**config.mk**
```make
export PLATFORM = sky130hd
export DESIGN_NAME = board_io_ctrl
export DESIGN_NICKNAME = d
export VERILOG_FILES = /design/src/rtl/board_io_ctrl.sv
export SDC_FILE = /design/constraint.sdc
export NUM_CORES = 1
export LEC_CHECK = 0
export CORE_ASPECT_RATIO = 2
export CORE_MARGIN = 3
export CORE_UTILIZATION = 41
export CTS_BUF_LIST = sky130_fd_sc_hd__clkbuf_4 sky130_fd_sc_hd__clkbuf_8
export DETAILED_ROUTE_END_ITERATION = 12
export PLACE_DENSITY = 0.73
export SLEW_MARGIN = 20
export SYNTH_ARGS = -nofsm -noshare
export SYNTH_HDL_FRONTEND = slang
export SYNTH_SLANG_ARGS = --single-unit
```
**constraint.sdc**
```tcl
create_clock -name CLOCK_50 -period 2.1 [get_ports CLOCK_50]
set_clock_uncertainty 0.15 [all_clocks]
set_input_delay 0.525 -clock CLOCK_50 [delete_from_list [all_inputs] [get_ports CLOCK_50]]
set_output_delay 0.525 -clock CLOCK_50 [all_outputs]
set_load 0.005 [all_outputs]
```
**src/rtl/board_io_ctrl.sv**
```systemverilog
// rtl/board_io_ctrl.sv - DE1 board I/O front end: key/switch sync+debounce, seven-segment drive
module board_io_ctrl #(
  parameter int N_KEYS          = 4,
  parameter int N_SW            = 10,
  parameter int N_DIGITS        = 4,
  parameter int SYNC_STAGES     = 2,
  parameter int DEBOUNCE_CYCLES = 50000,
  parameter int BLINK_DIV       = 12500000
) (
  input  logic                  CLOCK_50,
  input  logic                  RST_N,
  input  logic [N_KEYS-1:0]     KEY,
  input  logic [N_SW-1:0]       SW,
  output logic [N_KEYS-1:0]     key_level,
  output logic [N_KEYS-1:0]     key_press,
  output logic [N_KEYS-1:0]     key_release,
  output logic [N_SW-1:0]       sw_level,
  output logic [N_SW-1:0]       sw_change,
  input  logic [4*N_DIGITS-1:0] hex_value,
  input  logic [N_DIGITS-1:0]   hex_blank,
  input  logic [N_DIGITS-1:0]   hex_blink,
  output logic [7*N_DIGITS-1:0] HEX
);

  // keys and switches share one channel vector: keys in the low bits, switches above
  localparam int N_CH = N_KEYS + N_SW;
  localparam int CW   = $clog2(DEBOUNCE_CYCLES) + 1;
  localparam int BW   = (BLINK_DIV > 1) ? $clog2(BLINK_DIV) : 1;

  localparam logic [CW-1:0] CNT_LAST   = CW'(DEBOUNCE_CYCLES - 1);
  localparam logic [BW-1:0] BLINK_LAST = BW'(BLINK_DIV - 1);

  // raw idle value per channel; keys idle high (released), which is also the inversion mask
  localparam logic [N_CH-1:0] RAW_IDLE = {{N_SW{1'b0}}, {N_KEYS{1'b1}}};

  logic [N_CH-1:0] sync_q [SYNC_STAGES];
  logic [N_CH-1:0] ch_level;
  logic [N_CH-1:0] stable_q;
  logic [N_CH-1:0] rise_q;
  logic [N_CH-1:0] fall_q;
  logic [CW-1:0]   cnt_q [N_CH];
  logic [BW-1:0]   blink_cnt;
  logic            blink_phase;

  function automatic logic [6:0] seg_decode(input logic [3:0] v);
    logic [6:0] s;
    case (v)
      4'h0: s = 7'h40;
      4'h1: s = 7'h79;
      4'h2: s = 7'h24;
      4'h3: s = 7'h30;
      4'h4: s = 7'h19;
      4'h5: s = 7'h12;
      4'h6: s = 7'h02;
      4'h7: s = 7'h78;
      4'h8: s = 7'h00;
      4'h9: s = 7'h10;
      4'hA: s = 7'h08;
      4'hB: s = 7'h03;
      4'hC: s = 7'h46;
      4'hD: s = 7'h21;
      4'hE: s = 7'h06;
      default: s = 7'h0E;
    endcase
    return s;
  endfunction

  // synchroniser chains; raw idle reset so a released key never looks like a press after reset
  always_ff @(posedge CLOCK_50 or negedge RST_N) begin
    if (!RST_N) begin
      for (int s = 0; s < SYNC_STAGES; s++) sync_q[s] <= RAW_IDLE;
    end else begin
      sync_q[0] <= {SW, KEY};
      for (int s = 1; s < SYNC_STAGES; s++) sync_q[s] <= sync_q[s-1];
    end
  end

  // keys become 1 = pressed after the chain
  assign ch_level = sync_q[SYNC_STAGES-1] ^ RAW_IDLE;

  // per-channel debounce: accept a new level after DEBOUNCE_CYCLES consecutive differing samples
  always_ff @(posedge CLOCK_50 or negedge RST_N) begin
    if (!RST_N) begin
      stable_q <= '0;
      rise_q   <= '0;
      fall_q   <= '0;
      for (int c = 0; c < N_CH; c++) cnt_q[c] <= '0;
    end else begin
      for (int c = 0; c < N_CH; c++) begin
        rise_q[c] <= 1'b0;
        fall_q[c] <= 1'b0;
        if (ch_level[c] == stable_q[c]) begin
          cnt_q[c] <= '0;
        end else if (cnt_q[c] == CNT_LAST) begin
          stable_q[c] <= ch_level[c];
          cnt_q[c]    <= '0;
          rise_q[c]   <= ch_level[c];
          fall_q[c]   <= ~ch_level[c];
        end else begin
          cnt_q[c] <= cnt_q[c] + CW'(1);
        end
      end
    end
  end

  // free-running blink timer; phase flips on every wrap
  always_ff @(posedge CLOCK_50 or negedge RST_N) begin
    if (!RST_N) begin
      blink_cnt   <= '0;
      blink_phase <= 1'b0;
    end else if (blink_cnt == BLINK_LAST) begin
      blink_cnt   <= '0;
      blink_phase <= ~blink_phase;
    end else begin
      blink_cnt <= blink_cnt + BW'(1);
    end
  end

  // registered segment drive; blank wins over blink, dark digits are all ones
  always_ff @(posedge CLOCK_50 or negedge RST_N) begin
    if (!RST_N) begin
      HEX <= '1;
    end else begin
      for (int d = 0; d < N_DIGITS; d++) begin
        if (hex_blank[d] || (hex_blink[d] && blink_phase))
          HEX[7*d +: 7] <= 7'h7F;
        else
          HEX[7*d +: 7] <= seg_decode(hex_value[4*d +: 4]);
      end
    end
  end

  assign key_level   = stable_q[N_KEYS-1:0];
  assign key_press   = rise_q[N_KEYS-1:0];
  assign key_release = fall_q[N_KEYS-1:0];
  assign sw_level    = stable_q[N_CH-1:N_KEYS];
  assign sw_change   = rise_q[N_CH-1:N_KEYS] | fall_q[N_CH-1:N_KEYS];

endmodule
```
[Word level (Yosys, flattened, before mapping)]
Memory sizes are Yosys's and may differ from the RTL's.
Index checks and enable logic that the tools add are counted.
Word-level totals
  flip-flop bits (word level): 361
  latch bits: 0
  memory bits (writable): 0
  bits in read-only memories: 448
  memories: 4
Cells by class
  add/sub/neg operators: 15
  multiply operators: 0
  div/mod/pow operators: 0
  $lt $le $gt $ge: 0
  eq/ne operators: 29
  shift operators: 0
  mux-type cells: 89
  bitwise gates (word level): 31
  reduce and logical (&&, ||, !) cells: 22
Memories
  (no name shown): depth 16, width 7, read ports 1, clocked after Yosys merged registers in 0, write ports 0, RTL line 47  | case (v)
  (no name shown): depth 16, width 7, read ports 1, clocked after Yosys merged registers in 0, write ports 0, RTL line 47
  (no name shown): depth 16, width 7, read ports 1, clocked after Yosys merged registers in 0, write ports 0, RTL line 47
  (no name shown): depth 16, width 7, read ports 1, clocked after Yosys merged registers in 0, write ports 0, RTL line 47
Operators by type and width (number)
  2-to-1 mux 17 bit: 28
  adder 17 x 1 -> 17 bit (second input constant): 14
  equality test 17 x 16 -> 1 bit (second input constant): 14
  2-to-1 mux 1 bit: 56
  inverter 1 bit: 29
  2-to-1 mux 7 bit: 4
  AND reduction 2 bit: 14
  adder 24 x 1 -> 24 bit (second input constant): 1
  equality test 24 bit (second input constant): 1
  2-to-1 mux 24 bit: 1
  equality test 1 bit: 14
  OR 10 bit: 1
  logical AND 1 bit: 4
  logical OR 1 bit: 4
  inverter 4 bit: 1

[Logic depth before layout (Yosys ltp)]
Gate-level depths: netlist of the first run.
  depth in word-level cells: 4
  gate-level depth with buffers: 7
  gate-level depth less buffers: 6

[Worst setup path after synthesis of the first run]
OpenSTA, ideal clock, no wires.
  path type: register to register
  from: register cnt_q[131] in the netlist's numbering
  to: register stable_q[6]
  setup time: 0.125 ns
  arrival time: 1.678 ns
  data required time: 1.825 ns
  slack: 0.147 ns
  cell stages (with the launch flop): 4
  period minus slack after synthesis: 1.953 ns
  cell sequence: dfrtp_1 -> or3_4 -> or4_4 -> mux2_4
Between the ends
  longest elaborated chain between the ends: 2
Ends and longest elaborated chain
  start: declaration: RTL line 41  | logic [CW-1:0] cnt_q [N_CH];
  start signal: indexed assignment: RTL line 100  | cnt_q[c] <= cnt_q[c] + CW'(1);
  equality test 17 x 16 -> 1 bit: RTL line 94  | end else if (cnt_q[c] == CNT_LAST) begin
  AND reduction 2 bit (no source line)
  end signal: indexed assignment: RTL line 95  | stable_q[c] <= ch_level[c];
  end: declaration: RTL line 38  | logic [N_CH-1:0] stable_q;
Every way passes these cells.
A chain may end at the register's enable or synchronous reset.

[Final worst setup path of the first run]
  from: register HEX[11]
  to: output HEX[11]
RTL lines
  start: declaration: RTL line 22  | output logic [7*N_DIGITS-1:0] HEX
  start signal: indexed assignment: RTL line 128  | HEX[7*d +: 7] <= seg_decode(hex_value[4*d +: 4]);
No word-level cell between the ends.

==> reports/metrics.cfg, run 1 <==
[placement]
gp_congestion=0.8808
dp.cells=2310
io_buffers=99
dp_hpwl_um=25890

[worst_hold_path]
hold_depth=1
hp-class=input port to flip-flop

[global_routing]
grt_max_degree=54
grt_pass1_wl_um=63500
grt_pass1_vias=13890
antenna_found_initial=1
grt-ovfl-total=0
grt_util_all_layers_pct=16.94

[cts]
cts-root-buf=clkbuf_8
h-tree-depth=2
path_clk_slew_ps=70
cts_buffers=53
numClockSinks=361
insertion_delay_ps=600
clock_path_buffers=3
cts_tree=built

[finish]
final_common_cell=dfrtp_1
final_cell_mix=324 x dfrtp_1, 227 x nor2_1, 114 x xnor2_1, 92 x nand3_1, 88 x xor2_1
drive_above_1_share_pct=14.69
finalNonFillerCells=2421
area.growth.synth_to_final_pct=19.67
nNetsFinal=1920

[worst_setup_path]
required_ps=1420
start_kind=flip-flop
crit_fanout=1
worstPathCellList=dlygate4sd2_1
cp_top_family=flip-flops
crit_type=flip-flop to output pin
critPathArrivalTime_ps=1350
slowest_stage=dfstp_2
slowest_delay_ps=520
path_depth=1
critPathCaptureType=output pin
r2r_cells=5
crit_buf_inv=1

[power]
p_leak_uw=0.008644
peakVddDrop_v=0.0004089
p_per_area_nw_per_um2=720.3

[sta]
drv_slew=0
finalCriticalPeriod_ps=2028
clock.fmax_ghz=0.4930
rsz0062_at_grt=no
tightest_slew_ps=623.7
final-hold-violation-count=0
relSlewSlack_pct=58.04
final.period_utilization_pct=96.59
setup_violations=0
whs_ps=176.1

[drt]
vias=13000
routed_wl_um=36280
wl_per_cell_um=14.98
postRouteAntennaNets=0
drc=0
drt_iter0_drc=494
first_pass_iters=7
via_per_inst=5.369

[yosys]
yosysWarnings=0
avgSynthCellArea_um2=10.37
ys_types=48
syn_inst=1649
synthArstFlopShare_pct=100.0
ys_seq_elements=361
synth_seq_area_share_pct=53.10
netlist_area_um2=17100
synth_nets=1728
synth-edff-count=0
synthFlopType=dfrtp_1

[die]
chipHeight_um=294.8
initial_core_util_pct=41.58
coreArea_um2=41120
io_pins=100
die-area_um2=44340
dieWidth_um=150.4
rows=105

[flow_run]
maxCapViolations=0

[run_status]
outcome=finished clean

-- power by group --
| part | internal (uW) | switching (uW) |
|---|---|---|
| combinational | 325 | 420 |
| sequential | 7130 | 105 |
| clock | 3880 | 2880 |
| total | 11300 | 3400 |
-- final cells by class --
| type | instances | area [um^2] |
|---|---|---|
| Antenna cell | 1 | 2.502 |
| Clock buffer | 69 | 918.4 |
| Clock inverter | 30 | 370.4 |
| Fill cell | 3672 | 20660 |
| Inverter | 39 | 146.4 |
| Multi-Input combinational cell | 1205 | 7664 |
| Sequential cell | 361 | 9080 |
| Tap cell | 535 | 669.4 |
| Timing Repair Buffer | 181 | 1610 |
-- flip-flops by register name, indices dropped and copies added (netlist names) --
name / count
fall_q: 14
ch_level: 10
blink_cnt: 24
blink_phase: 1
cnt_q: 238
HEX: 28
rise_q: 14
sync_q: 18
stable_q: 14
-- final timing paths --
kind                         startpoint  slack (ps)            end
setup / recovery                HEX[11]          70        HEX[11]
min in group asynchronous         RST_N         200   stable_q[13]
max in group asynchronous         RST_N         830     cnt_q[108]
hold reg to reg              sync_q[22]         180    ch_level[8]
setup reg to reg           blink_cnt[6]         150  blink_cnt[19]
hold / removal                   KEY[1]         180     sync_q[15]
-- logic make-up (layout without fill, tap and decap cells) --
kind of cell	count (synthesis)	in the layout	synth area share, %
fa+ha+maj	39	39	2.854
buf+inv	83	319	2.195
mux	10	10	0.6806
flops	361	361	53.10
simple gates	790	790	24.80
other cells	0	1	0
xor+xnor	202	202	10.35
compound gates	164	164	6.023
-- layer usage --
layer | share of wire (%) | track usage [%] | vias up
met5 | 0 | 0 | -
met4 | 3.0 | 7.017 | 0
met3 | 4.7 | 3.385 | 86
met2 | 56 | 32.54 | 276
met1 | 36 | 17.45 | 6385
li1 | - | - | 6252
-- synthesized netlist by cell type (all sizes together) (33+ instances only) --
master	count	area, um^2
xor2	88	770.7
xnor2	114	998.5
ha	39	488.0
nor4	33	206.5
a21oi	51	255.2
nor3	43	220.2
o21ai	55	297.8
nand3	92	460.4
nand2	87	326.6
dfstp	36	945.9
nor2	227	852.1
and3	42	264.0
dfrtp	325	8133
nand4	80	500.5
inv	39	146.4
-- metrics by stage --
step	util [%]	power [uW]	setup WS [ps]	area [um^2]	setup TNS [ps]
finish	49.76	14740	71.70	20460	0
global route	49.76	15370	0.3609	20460	0
CTS	49.79	15010	-72.41	20470	-72.41
detailed placement	46.58	8141	-6.169	19150	-6.169
global placement	46.58	8111	64.22	19150	0
floorplan	-	7617	146.9	17100	0
-- what timing repair did --
action | in CTS | in global routing
pin swaps | 1 | 0
resized for setup | 123 | 11
hold buffers | 1 | 0
endpoints found under the setup margin | 60 | 11
buffers inserted | 10 | 0
hold endpoints to repair | 236 | 0
(Power assumes the default switching activity.)
==> inputs of run 2 (changes only) <==
--- a/config.mk
+++ b/config.mk
@@ -11,7 +11,6 @@
 export CTS_BUF_LIST = sky130_fd_sc_hd__clkbuf_4 sky130_fd_sc_hd__clkbuf_8
 export DETAILED_ROUTE_END_ITERATION = 12
 export PLACE_DENSITY = 0.73
-export SLEW_MARGIN = 20
 export SYNTH_ARGS = -nofsm -noshare
 export SYNTH_HDL_FRONTEND = slang
 export SYNTH_SLANG_ARGS = --single-unit
==> results of run 2 <==
Same layout as run 1: the final DEF is identical, and so are final timing and power.
==> inputs of run 3 (changes only) <==
--- a/config.mk
+++ b/config.mk
@@ -10,7 +10,7 @@
 export CORE_UTILIZATION = 41
 export CTS_BUF_LIST = sky130_fd_sc_hd__clkbuf_4 sky130_fd_sc_hd__clkbuf_8
 export DETAILED_ROUTE_END_ITERATION = 12
-export PLACE_DENSITY = 0.73
+export PLACE_DENSITY = 0.7
 export SYNTH_ARGS = -nofsm -noshare
 export SYNTH_HDL_FRONTEND = slang
 export SYNTH_SLANG_ARGS = --single-unit
==> constraint.sdc (replaced) <==
create_clock -name CLOCK_50 -period 2.6 [get_ports CLOCK_50]
set_clock_uncertainty 0.15 [all_clocks]
set_input_delay 0.65 -clock CLOCK_50 [delete_from_list [all_inputs] [get_ports CLOCK_50]]
set_output_delay 0.65 -clock CLOCK_50 [all_outputs]
set_load 0.005 [all_outputs]
==> run 3 against run 2 <==
Sequential power down 19%. Via count fell by 2.5%. Combinational power shrank 23%. Total power down 20%. Register-to-register slack improved by 340 ps. Routed wire length decreased by 5.0%.
==> reports/metrics.cfg, run 3 (same netlist as run 1, synthesis figures left out) <==
[run_status]
outcome=finished clean

[die]
rows=105
initial_core_util_pct=41.58
coreArea_um2=41120
dieWidth_um=150.4
die-area_um2=44340
chipHeight_um=294.8
io_pins=100

[worst_setup_path]
critPathArrivalTime_ps=1720
start_kind=flip-flop
worstPathCellList=or2_2 > clkdlybuf4s50_1
crit_buf_inv=1
slowest_delay_ps=470
cp_top_family=buffers and inverters
slowest_stage=clkdlybuf4s50_1
crit_type=flip-flop to output pin
required_ps=1800
critPathCaptureType=output pin
crit_fanout=1

[finish]
multi_input_comb_area_um2=7644
area.growth.synth_to_final_pct=17.09
final_cell_mix=325 x dfrtp_1, 227 x nor2_1, 114 x xnor2_1, 97 x clkdlybuf4s50_1, 92 x nand3_1
drive_above_1_share_pct=10.66
nNetsFinal=1860
final_common_cell=dfrtp_1
nFillCells=3687
largest_register_ff_count=238
register_area_um2=9079
largest_register=cnt_q
top_regs=cnt_q x238, HEX x28, blink_cnt x24
final_core_util_pct=48.68

[drt]
postRouteAntennaNets=0
drt_iter0_drc=594
first_pass_iters=5
vias=12680
routed_wl_um=34480
drc=0
via_per_inst=5.381
wl_per_cell_um=14.63

[sta]
rsz0062_at_grt=no
final.period_utilization_pct=96.75
finalCriticalPeriod_ps=2515
drv_slew=0
setup_violations=0
final-hold-violation-count=0
relSlewSlack_pct=56.68
clock.fmax_ghz=0.3975
fin_setup_tns_ps=0
tightest_slew_ps=649.6

[global_routing]
grt_max_degree=67
grt_pass1_vias=13310
antenna_found_initial=1
grt_util_all_layers_pct=16.01
grt-ovfl-total=0
grt_pass1_wl_um=60200

[placement]
gp_congestion=0.8948
dp_hpwl_um=24320
io_buffers=99

[flow_run]
maxCapViolations=0

[cts]
cts_buffers=52
cts-root-buf=clkbuf_8
clock_path_buffers=3
cts_tree=built
path_clk_slew_ps=70
numClockSinks=361
insertion_delay_ps=600
h-tree-depth=2

[power]
p_per_area_nw_per_um2=587.4
p_leak_uw=0.008213
peakVddDrop_v=0.0003678

[worst_hold_path]
hp-class=flip-flop to flip-flop

## run 3: cell count changes in the layout (fill, tap and decap cells not counted), sizes merged
cell,change
buf,-70
clkbuf,-5
clkdlybuf4s15,-20
clkdlybuf4s50,+59
clkinv,-5
clkinvlp,-1
dlygate4sd2,-25
dlymetal6s2s,+1
inv,+1
## run 3: metrics by stage
stage                     hold WS, ps  worst slack (ps)  cells  instance area [um^2]  total power, uW
after global routing            205.6             7.734   2356                 20020            12310
after floorplan                 181.2             646.9   1649                 17100             6153
final                           197.1             84.50   2356                 20020            11760
after detailed placement        186.4             278.5   2261                 18750             6528
after CTS                       196.0             16.73   2355                 20010            11980
after global placement          181.7             344.0   2261                 18750             6507
## run 3: final timing paths
| check | slack, ps | end | startpoint | cells after the start |
|---|---|---|---|---|
| worst max-delay path | 80 | sw_change[7] | fall_q[11] | 2 |
| worst min-delay path | 200 | ch_level[7] | sync_q[21] | 0 |
| worst max register to register | 490 | cnt_q[149] | cnt_q[136] | 5 |
| worst min register to register | 200 | ch_level[7] | sync_q[21] | 0 |
| max in group asynchronous | 1160 | sync_q[14] | RST_N | 3 |
| min in group asynchronous | 380 | cnt_q[202] | RST_N | 2 |
## run 3: layout make-up
cell class / count / area share, %
diodes: 1 / 0.01250
inverters: 39 / 0.7312
repair buffers: 122 / 6.112
flip-flops and latches: 361 / 45.35
well taps: 535 / 3.344
multi-input cells: 1205 / 38.18
clock buffers: 68 / 4.550
clock inverters: 25 / 1.719
## run 3: what timing repair did
action	in CTS	in global routing
endpoints found under the setup margin	0	1
hold buffers	1	0
gates resized for setup	0	1
hold endpoints to repair	34	0
buffers inserted	0	0
## run 3: power breakdown
group          switching [uW]  internal, uW  total [uW]
registers                84.9          5760        5840
logic                     329           246         575
clock network            2240          3100        5340
## run 3: metal layers
metal / wire, um / vias to the layer above / GRT usage [%] / part of all wire, %
li1: - / 6114 / - / -
met1: 12720 / 6264 / 16.82 / 37
met2: 19140 / 223 / 30.57 / 56
met3: 1452 / 77 / 3.015 / 4.2
met4: 1156 / 0 / 6.570 / 3.4
met5: 0 / - / 0 / 0
